**config.mk**
```make
export PLATFORM = sky130hd
export DESIGN_NAME = nios_custom_dma_copy_ctrl
export DESIGN_NICKNAME = d
export VERILOG_FILES = /design/src/rtl/nios_custom_dma_copy_ctrl.sv
export SDC_FILE = /design/constraint.sdc
export NUM_CORES = 1
export LEC_CHECK = 0
export CORE_UTILIZATION = 50
export CTS_BUF_LIST = sky130_fd_sc_hd__clkbuf_4 sky130_fd_sc_hd__clkbuf_8 sky130_fd_sc_hd__clkbuf_16
export CTS_CLUSTER_DIAMETER = 100
export CTS_CLUSTER_SIZE = 24
export DETAILED_ROUTE_END_ITERATION = 8
export PLACE_DENSITY = 0.95
export SLEW_MARGIN = 20
export SYNTH_ARGS = -nofsm -noshare
export SYNTH_HDL_FRONTEND = slang
export SYNTH_SLANG_ARGS = --single-unit
```
**constraint.sdc**
```tcl
create_clock -name clk -period 3.3 [get_ports clk]
set_input_delay 0.825 -clock clk [delete_from_list [all_inputs] [get_ports clk]]
set_output_delay 0.825 -clock clk [all_outputs]
set_load 0.01 [all_outputs]
```
**src/rtl/nios_custom_dma_copy_ctrl.sv**
```systemverilog
// -----------------------------------------------------------------------------
// nios_custom_dma_copy_ctrl
//
// Word-copy sequencer: streams LEN words from a single-port source RAM to a
// single-port destination RAM at one word per clock, programmed through a
// four-register Avalon-MM CSR slave, with a level completion interrupt.
//
// Ports
//   clk, reset_n        clock; asynchronous active-low reset
//   csr_*               Avalon-MM slave (0=SRC, 1=DST, 2=LEN, 3=CTRL/STATUS),
//                       zero wait states, combinational readback
//   irq                 done & irq_en
//   src_*               source RAM port (read data valid one cycle after address)
//   dst_*               destination RAM port (write data passes straight from src)
// -----------------------------------------------------------------------------
module nios_custom_dma_copy_ctrl #(
    parameter int unsigned ADDR_W = 10,
    parameter int unsigned DATA_W = 32
) (
    input  logic                clk,
    input  logic                reset_n,
    // CSR slave
    input  logic [1:0]          csr_address,
    input  logic                csr_write,
    input  logic                csr_read,
    input  logic [31:0]         csr_writedata,
    output logic [31:0]         csr_readdata,
    output logic                irq,
    // Source RAM
    output logic [ADDR_W-1:0]   src_address,
    output logic                src_chipselect,
    input  logic [DATA_W-1:0]   src_readdata,
    // Destination RAM
    output logic [ADDR_W-1:0]   dst_address,
    output logic                dst_chipselect,
    output logic                dst_write,
    output logic [DATA_W/8-1:0] dst_byteenable,
    output logic [DATA_W-1:0]   dst_writedata
);

    localparam int unsigned LenW = ADDR_W + 1;
    // Largest transfer: the whole RAM.
    localparam logic [LenW-1:0] MaxLen = {1'b1, {ADDR_W{1'b0}}};

    typedef enum logic [1:0] {StIdle, StRun, StDrain, StFinish} state_e;

    state_e            state_q;
    logic [ADDR_W-1:0] src_q;
    logic [ADDR_W-1:0] dst_q;
    logic [LenW-1:0]   len_q;
    logic              irq_en_q;
    logic              done_q;
    logic              aborted_q;
    logic              abort_seen_q;
    logic [ADDR_W-1:0] rd_ptr_q;
    logic [ADDR_W-1:0] wr_ptr_q;
    logic [LenW-1:0]   remaining_q;
    logic              wr_en_q;

    logic              ctrl_wr;
    logic              start_cmd;
    logic              abort_cmd;
    logic              clear_cmd;
    logic              busy;
    logic              go;
    logic [LenW-1:0]   len_clamped;
    logic              unused_wdata;

    assign ctrl_wr   = csr_write && (csr_address == 2'd3);
    assign start_cmd = ctrl_wr && csr_writedata[0];
    assign abort_cmd = ctrl_wr && csr_writedata[1];
    assign clear_cmd = ctrl_wr && csr_writedata[3];

    // FINISH with done already set (normal end) is no longer busy; FINISH on
    // the LEN=0 path is still busy until done appears the following cycle.
    assign busy = (state_q != StIdle) && !done_q;
    assign go   = start_cmd && !busy;

    assign len_clamped = (len_q > MaxLen) ? MaxLen : len_q;

    assign unused_wdata = ^csr_writedata[31:LenW];

    always_ff @(posedge clk or negedge reset_n) begin
        if (!reset_n) begin
            state_q      <= StIdle;
            src_q        <= '0;
            dst_q        <= '0;
            len_q        <= '0;
            irq_en_q     <= 1'b0;
            done_q       <= 1'b0;
            aborted_q    <= 1'b0;
            abort_seen_q <= 1'b0;
            rd_ptr_q     <= '0;
            wr_ptr_q     <= '0;
            remaining_q  <= '0;
            wr_en_q      <= 1'b0;
        end else begin
            // Every read issued in RUN becomes a write one cycle later.
            wr_en_q <= (state_q == StRun);
            if (wr_en_q) begin
                wr_ptr_q <= wr_ptr_q + ADDR_W'(1);
            end

            if (ctrl_wr) begin
                irq_en_q <= csr_writedata[2];
            end

            if (csr_write && !busy) begin
                case (csr_address)
                    2'd0:    src_q <= csr_writedata[ADDR_W-1:0];
                    2'd1:    dst_q <= csr_writedata[ADDR_W-1:0];
                    2'd2:    len_q <= csr_writedata[LenW-1:0];
                    default: ;
                endcase
            end

            if (clear_cmd) begin
                done_q    <= 1'b0;
                aborted_q <= 1'b0;
            end

            unique case (state_q)
                StIdle, StFinish: begin
                    if (state_q == StFinish) begin
                        state_q <= StIdle;
                        // LEN=0 path arrives here with done still clear.
                        if (!done_q) begin
                            done_q <= 1'b1;
                        end
                    end
                    if (go) begin
                        done_q       <= 1'b0;
                        aborted_q    <= 1'b0;
                        abort_seen_q <= 1'b0;
                        rd_ptr_q     <= src_q;
                        wr_ptr_q     <= dst_q;
                        remaining_q  <= len_clamped;
                        state_q      <= (len_q == '0) ? StFinish : StRun;
                    end
                end
                StRun: begin
                    rd_ptr_q    <= rd_ptr_q + ADDR_W'(1);
                    remaining_q <= remaining_q - LenW'(1);
                    if (abort_cmd) begin
                        abort_seen_q <= 1'b1;
                    end
                    if (remaining_q == LenW'(1) || abort_cmd) begin
                        state_q <= StDrain;
                    end
                end
                StDrain: begin
                    // The last pending write retires this cycle.
                    done_q    <= 1'b1;
                    aborted_q <= abort_seen_q;
                    state_q   <= StFinish;
                end
                default: state_q <= StIdle;
            endcase
        end
    end

    assign src_chipselect = (state_q == StRun);
    assign src_address    = rd_ptr_q;
    assign dst_write      = wr_en_q;
    assign dst_chipselect = wr_en_q;
    assign dst_address    = wr_ptr_q;
    assign dst_byteenable = wr_en_q ? {(DATA_W/8){1'b1}} : {(DATA_W/8){1'b0}};
    assign dst_writedata  = src_readdata;
    assign irq            = done_q && irq_en_q;

    always_comb begin
        csr_readdata = '0;
        if (csr_read) begin
            case (csr_address)
                2'd0:    csr_readdata[ADDR_W-1:0] = src_q;
                2'd1:    csr_readdata[ADDR_W-1:0] = dst_q;
                2'd2:    csr_readdata[LenW-1:0]   = len_q;
                default: csr_readdata[3:0]        = {aborted_q, irq_en_q, done_q, busy};
            endcase
        end
    end

endmodule
```
# Yosys cells after proc, flatten, opt, wreduce, memory -nomap -nowiden
# Index checks and enable logic that the tools add are counted.
# W data, S select, Z words.
[op_classes] bitwise_logic=0 n_mul=0 n_div=0 magnitude_cmp=1 n_addsub=3 n_shift=0 muxes=29 n_eq_ne=11 reduce_logical=23
[ops] operator="$mux W10" count=4
[ops] operator="$mux W11" count=3
[ops] operator="$pmux W11 S2" count=1
[ops] operator="$add A10 B1 Y10 const B" count=2
[ops] operator="$pmux W10 S2" count=1
[ops] operator="$pmux W6 S3" count=1
[ops] operator="$pmux W4 S3" count=1
[ops] operator="$eq A11 B1 Y1 const B" count=1
[ops] operator="$gt A11 B11 Y1 const B" count=1
[ops] operator="$logic_not A11 Y1" count=1
[ops] operator="$sub A11 B1 Y11 const B" count=1
[ops] operator="$reduce_and A2 Y1" count=5
[ops] operator="$mux W1" count=9
[ops] operator="$eq A2 B2 Y1 const B" count=4
[ops] operator="$logic_and A1 B1 Y1" count=8
[ops] operator="$mux W2" count=4
[ops] operator="$pmux W1 S2" count=3
[ops] operator="$pmux W2 S3" count=1
[ops] operator="$eq A2 B1 Y1 const B" count=2
[ops] operator="$logic_not A2 Y1" count=2
[ops] operator="$mux W4" count=1
[ops] operator="$ne A2 B1 Y1 const B" count=2
[ops] operator="$reduce_bool A2 Y1" count=2
[ops] operator="$ne A3 B3 Y1 const B" count=1
[ops] operator="5 further kinds" count=6
[word_totals] mem_bits_ro=0 in_bits=70 mem_bits_rw=0 register_bits=69 memories=0 latchBits=0 output_inout_bits=92

# Depth between registers and ports, before layout
# Gate-level depths: netlist of the first run.
[logic_depth] ltp_word=8 ltp_mapped=8 ltp_nobuf=6

# Worst setup path after synthesis of the first run
# OpenSTA, ideal clock, no wires.
[synth_path] path_kind="input -> output" startpoint="in csr_address[0]" endpoint="out csr_readdata[1]" path_slack_ns=0.558 t_required_ns=2.475 path_buffers=2 t_arrival_ns=1.917 cell_stages=4 cell_sequence="buf_4 buf_2 mux4_2 and2_1"
[synth_via] elab_chain_cells=3
[synth_rtl] element="from (decl)" line="23" text="input logic [1:0] csr_address,"
[synth_rtl] element="$eq A2 B2 Y1, or another cell as far along" line="174" text="case (csr_address)"
[synth_rtl] element="$pmux W4 S3 (*)" line="174"
[synth_rtl] element="$mux W11 (*)" line="173" text="if (csr_read) begin"
[synth_rtl] element="to (decl)" line="27" text="output logic [31:0] csr_readdata,"
# Every way passes the cells marked *; elsewhere a longest branch is shown, timed or not.

# Final worst setup path of the first run
[layout_path] startpoint="in csr_address[0]" endpoint="out csr_readdata[2]"
# Same word-level chain as after synthesis.

==> results.json, run 1 <==
{
  "status": "complete, no violations",
  "rows": 35,
  "syn_avg_cell_area_um2": 9.59,
  "path_class": "input port to output port",
  "maxSlewHeadroom": 0.593,
  "path_buf_inv": 3,
  "critical-path-top-delay-family": "buffers and inverters",
  "clk_pin_slew_ps": 80,
  "worstPathMaxFanout": 7,
  "yosys.area.top_type": "dfrtp_1",
  "path_depth": 5,
  "synthToLayoutAreaGrowth_pct": 10.7,
  "setup_violations": 0,
  "end_kind": "output port",
  "yosysMostFrequentCell": "dfrtp_1",
  "n_fill_cell": 741,
  "avgRoutedWirePerCell_um": 18.7,
  "grt_max_degree": 70,
  "ys_warn_count": 0,
  "ys.flop_type": "dfrtp_1",
  "ir_worst_vdd_mv": 0.456,
  "first_pass_iters": 5,
  "core_region_area_um2": 9240,
  "die_area_um2": 9930,
  "yosysSeqAreaShare": 0.362,
  "synth_area_leaders": "dfrtp_1 36%, buf_4 9.8%, mux2_2 5.9%, mux2i_1 3.4%, nand2_1 3.2%",
  "rr_startpoint": "state_q[1]",
  "multi_input_area_um2": 2440,
  "fin_nets": 590,
  "crit_slowest_cell": "mux4_2",
  "first_global_vias": 3861,
  "initial_core_util": 0.516,
  "port_buffers": 55,
  "placed_area_um2": 5060,
  "dp.cells": 627,
  "cp.required_ps": 2470,
  "holdCritPathClass": "input port to asynchronous set/reset pin",
  "diodes": 0,
  "netlist_instances": 497,
  "worstRegToRegCells": 8,
  "cp_cell_sequence": "clkdlybuf4s50_1 > buf_6 > mux4_2 > and2_1 > dlygate4sd2_1",
  "synthTopCellsByCount": "69 x dfrtp_1, 62 x buf_4, 41 x nand2_1",
  "post-route-period-util": 0.981,
  "overflow": 0,
  "synth_area_um2": 4770,
  "worstPathArrival_ps": 2410,
  "drc_errors": 0,
  "die_h_um": 99.6,
  "cts_tree": "yes",
  "cts.sinks": 69,
  "routed-via-count": 4034,
  "synth_top_area_share": 0.362,
  "antenna_found_initial": 0,
  "ys_types": 68,
  "viasPerCell": 6.25,
  "ant_nets": 0,
  "clock_latency_ps": 380,
  "ios": 162,
  "synthArstFlopShare": 1.00,
  "met1Wirelength_um": 4620,
  "drt-total-wl_um": 12100,
  "clock_path_buffers": 2,
  "grt_use_total": 0.256,
  "dr.max_layer_used": "met4",
  "met2WireLength_um": 5730,
  "cellPowerDensity_nw_per_um2": 890,
  "dp.final_hpwl_um": 8340,
  "maxCapViolCount": 0,
  "fin_crit_ps": 3240,
  "hold_violations": 0,
  "fmax_mhz": 309,
  "finalWeightedCongestion": 0.912,
  "drive_gt1_frac": 0.153,
  "synth_edf_count": 0,
  "worstMarginPinSlew_ps": 606,
  "fin_ws_ps": 64.0,
  "slowest_delay_ps": 520,
  "grt_pass1_wl_um": 19500,
  "drt-initial-drc-count": 503,
  "finClkSkew_ps": 10.4,
  "p_leak_nw": 2.17,
  "design_area_um2": 5280,
  "ff_latch_area_um2": 1730,
  "final_max_slew_viol_count": 0,
  "ys_ff_latch": 69,
  "die_x_um": 99.6,
  "cts_root_buf": "clkbuf_8",
  "stdcell_count": 645,
  "finalPower_mw": 4.70,
  "place_worst_setup_slack_ps": -218,
  "crit_start": "csr_address[0]",
  "cts_buffers": 9,
  "start_kind": "input port",
  "wl_met3_um": 1250,
  "fin_tns_setup_ps": 0,
  "cts-htree-levels": 3
}
[final timing paths]
| check | end | slack, ps |
|---|---|---|
| max in group asynchronous | src_address[1] | 2520 |
| min in group clk | irq_en_q | 530 |
| worst min-delay path | remaining_q[7] | 450 |
| worst max-delay path | csr_readdata[2] | 60 |
| worst max register to register | src_address[9] | 700 |
| worst min register to register | irq_en_q | 530 |
[per-layer routing]
metal | track usage | vias up
li1 | - | 1761
met1 | 0.323 | 1901
met2 | 0.397 | 313
met3 | 0.0773 | 59
met4 | 0.137 | 0
met5 | 0 | -
[report_power, final]
| part | switching (mW) | internal [mW] | total, mW | leakage [nW] |
|---|---|---|---|---|
| combinational | 1.09 | 1.05 | 2.14 | 1.25 |
| sequential | 0.576 | 1.25 | 1.82 | 0.818 |
| clock | 0.366 | 0.365 | 0.731 | 0.105 |
[registers in the layout (all words and copies together) (netlist names), 2 cells and up]
| register | cells |
|---|---|
| src_q | 10 |
| len_q | 11 |
| state_q | 2 |
| src_address | 10 |
| dst_address | 10 |
| dst_q | 10 |
| remaining_q | 11 |
[cells by family after synthesis]
| kind of cell | share of synthesized area |
|---|---|
| compound gates | 0.155 |
| flops | 0.362 |
| mux | 0.128 |
| buf+inv | 0.144 |
| fa+ha+maj | 0.0236 |
| simple gates | 0.170 |
| other cells | 0.000787 |
| xor+xnor | 0.0165 |
[area by class of cell]
type                            count  area share
Multi-Input combinational cell    343       0.462
Sequential cell                    69       0.327
Timing Repair Buffer               74       0.132
Tap cell                          129      0.0306
Clock buffer                       10      0.0249
Clock inverter                      6      0.0133
Inverter                           14     0.00996
[layout by cell type (no fill, tap or decap), types with 6 or more instances in the layout]
cell | synthesis | final
dlygate4sd2_1 | 0 | 9
o22ai_1 | 6 | 6
and2_1 | 12 | 12
o211ai_1 | 6 | 6
clkbuf_8 | 0 | 9
mux2_1 | 7 | 7
ha_1 | 9 | 9
nor2_1 | 20 | 20
a21oi_1 | 15 | 15
mux2i_1 | 16 | 16
nand2_1 | 41 | 41
dfrtp_1 | 69 | 69
clkdlybuf4s50_1 | 0 | 43
buf_4 | 62 | 16
conb_1 | 1 | 21
and3_1 | 8 | 8
a211oi_1 | 8 | 8
nand4_1 | 13 | 13
mux2_2 | 25 | 25
nand3_1 | 14 | 14
inv_1 | 13 | 13
nor4_1 | 7 | 7
o21ai_0 | 27 | 27
nor3_1 | 10 | 9
[through the flow]
step                hold WS (ps)  utilization
floorplan                    455            -
global placement             476        0.548
detailed placement           508        0.548
CTS                          486        0.569
global route                 492        0.571
finish                       452        0.571
[timing repair]
action / in CTS / in global routing
gates resized for setup: 12 / 3
setup endpoints to repair: 11 / 6
hold buffers: 0 / 0
setup buffers: 0 / 2
endpoints found under the hold margin: 0 / 0
Power figures use the tool's default switching activity.
==> run 2: changes to the inputs <==
Settings changed: SLEW_MARGIN 20 to 15.
==> results of run 2 <==
No change in the layout: final DEF, timing and power equal those of run 1.
==> run 3: changes to the inputs <==
Settings changed: ABC_AREA from default to 1, ABC_CLOCK_PERIOD_IN_PS from default to 3300, CORE_MARGIN from default to 10, CORE_UTILIZATION 50 to 49.
==> run 3 against run 2 <==
Compared with the run above:
- design area shrank 5.6%
- clock power rose by 17%
- non-clock buffer count decreased by 5
- utilization is 0.25 points lower
- combinational power down 20%
- largest power group unchanged
==> results.json, run 3 <==
{
  "status": "complete, no violations",
  "drt-initial-drc-count": 446,
  "finalWeightedCongestion": 0.999,
  "cts_tree": "yes",
  "maxSlewHeadroom": 0.542,
  "overflow": 0,
  "synth_area_leaders": "dfrtp_1 39%, nand2_1 15%, buf_4 10%, o21ai_0 6.1%, inv_1 5.8%",
  "synth_area_um2": 4410,
  "reg2reg_to": "src_address[8]",
  "cts_root_buf": "clkbuf_8",
  "antenna_found_initial": 0,
  "core_region_area_um2": 8760,
  "largestRegisters": "len_q x11, remaining_q x11",
  "ys_warn_count": 0,
  "die_area_um2": 13200,
  "yosysSeqAreaShare": 0.391,
  "avgRoutedWirePerCell_um": 15.4,
  "first_global_vias": 4058,
  "ff_latch_area_um2": 1730,
  "rr_startpoint": "state_q[1]",
  "final_common_cell": "nand2_1",
  "worstRegToRegCells": 9,
  "grt_max_degree": 32,
  "die_h_um": 115,
  "post-route-period-util": 0.973,
  "end_kind": "output port",
  "final_max_slew_viol_count": 0,
  "drive_gt1_frac": 0.0649,
  "routed-via-count": 4160,
  "postCtsHoldBufs": 0,
  "finalPower_mw": 4.15,
  "ys.flop_type": "dfrtp_1",
  "fin_crit_ps": 3210,
  "synthArstFlopShare": 1.00,
  "cts-htree-levels": 3,
  "ys_ff_latch": 69,
  "rows": 34,
  "ios": 162,
  "netlist_instances": 618,
  "final_cell_mix": "181 x nand2_1, 69 x dfrtp_1, 67 x inv_1",
  "yosysMostFrequentCell": "nand2_1",
  "ir_worst_vdd_mv": 0.371,
  "hold_violations": 0,
  "cp.required_ps": 2470,
  "cts.sinks": 69,
  "path_class": "input port to output port",
  "ys_types": 33,
  "viasPerCell": 5.51,
  "multi_input_area_um2": 1970,
  "p_leak_nw": 2.52,
  "grt_use_total": 0.178,
  "clk_pin_slew_ps": 80,
  "worstMarginPinSlew_ps": 687,
  "fin_nets": 721,
  "synth_edf_count": 0,
  "first_pass_iters": 5,
  "synthToLayoutAreaGrowth_pct": 12.9,
  "drc_errors": 0,
  "cellPowerDensity_nw_per_um2": 833,
  "die_x_um": 115,
  "setup_violations": 0,
  "synth_top_area_share": 0.391,
  "syn_avg_cell_area_um2": 7.14,
  "dp.final_hpwl_um": 8660,
  "hold_slack_ps": 493,
  "worstPathMaxFanout": 7,
  "synthTopCellsByCount": "181 x nand2_1, 69 x dfrtp_1, 68 x inv_1",
  "yosys.area.top_type": "dfrtp_1",
  "worstPathArrival_ps": 2390,
  "grt_pass1_wl_um": 19400,
  "ant_nets": 0,
  "port_buffers": 55,
  "clock_path_buffers": 2,
  "start_kind": "input port",
  "finClkSkew_ps": 10.6,
  "n_fill_cell": 736,
  "rrSetupSlack_ps": 750,
  "maxCapViolCount": 0,
  "holdCritPathClass": "input port to asynchronous set/reset pin",
  "fmax_mhz": 311,
  "rsz0062_at_grt": "false",
  "initial_core_util": 0.504,
  "clock_latency_ps": 370,
  "drt-total-wl_um": 11600,
  "diodes": 0,
  "cts_buffers": 9
}
run 3: cell types whose count changed in the layout (fill, tap and decap cells not counted), moves of 12 or more:
cell     delta
mux2i_1    -16
and2_1     -12
nand2_1   +140
nor2_1     +42
o21ai_0    +27
mux2_2     -25
nand3_1    +19
inv_1      +54
run 3: how the worst max path moves through the flow:
| stage | to | cells past startpoint | start |
|---|---|---|---|
| 6_report | csr_readdata[5] | 7 | csr_address[1] |
| 5_1_grt | csr_readdata[7] | 7 | csr_address[1] |
| 4_1_cts | csr_readdata[3] | 9 | csr_address[0] |
| 3_5_place_dp | csr_readdata[4] | 7 | csr_address[1] |
| 3_3_place_gp | csr_readdata[4] | 7 | csr_address[1] |
| 2_1_floorplan | csr_readdata[2] | 6 | csr_address[1] |
run 3: worst max-delay path, stage by stage:
cell,delay (ps)
dlygate4sd2_1,400
nand2_1,130
buf_4,180
o211ai_1,160
nand2_1,90
inv_1,60
clkdlybuf4s50_1,530
run 3: through the flow:
step,util,setup TNS (ps),instance area [um^2],cells,worst slack [ps]
after floorplan,-,0,4490,638,867
after global placement,0.541,-1070,4740,739,-143
after detailed placement,0.541,-1310,4740,739,-168
after CTS,0.568,0,4980,755,96.6
after global routing,0.569,0,4980,755,5.73
final,0.569,0,4980,755,89.5
run 3: timing repair:
| action | CTS | global route |
|---|---|---|
| pin swaps | 0 | 0 |
| gates resized for setup | 5 | 1 |
| setup endpoints to repair | 10 | 1 |
| setup buffers | 0 | 0 |
run 3: layout make-up:
class                   count  share of cell area
repair buffers             69               0.130
flip-flops and latches     69               0.346
multi-input cells         423               0.394
clock buffers               9              0.0249
inverters                  70              0.0527
well taps                 108              0.0271
clock inverters             7              0.0244
run 3: power by group:
group	switching [mW]	internal, mW
registers	0.391	1.20
clock network	0.352	0.505
logic	0.995	0.712
run 3: kinds of logic after synthesis:
group	count (synthesis)	synth area share
AOI/OAI and AO/OA	89	0.108
buffers and inverters	146	0.181
other	1	0.000850
and+or+nand+nor	297	0.280
adders and majority gates	9	0.0255
DFF	69	0.391
xor gates and xnor gates	7	0.0139
run 3: layer usage:
metal,global-route usage,up-vias,routed length (um)
li1,-,1914,-
met1,0.204,1985,4470
met2,0.307,227,5850
met3,0.0500,34,974
met4,0.0685,0,331
met5,0,-,0
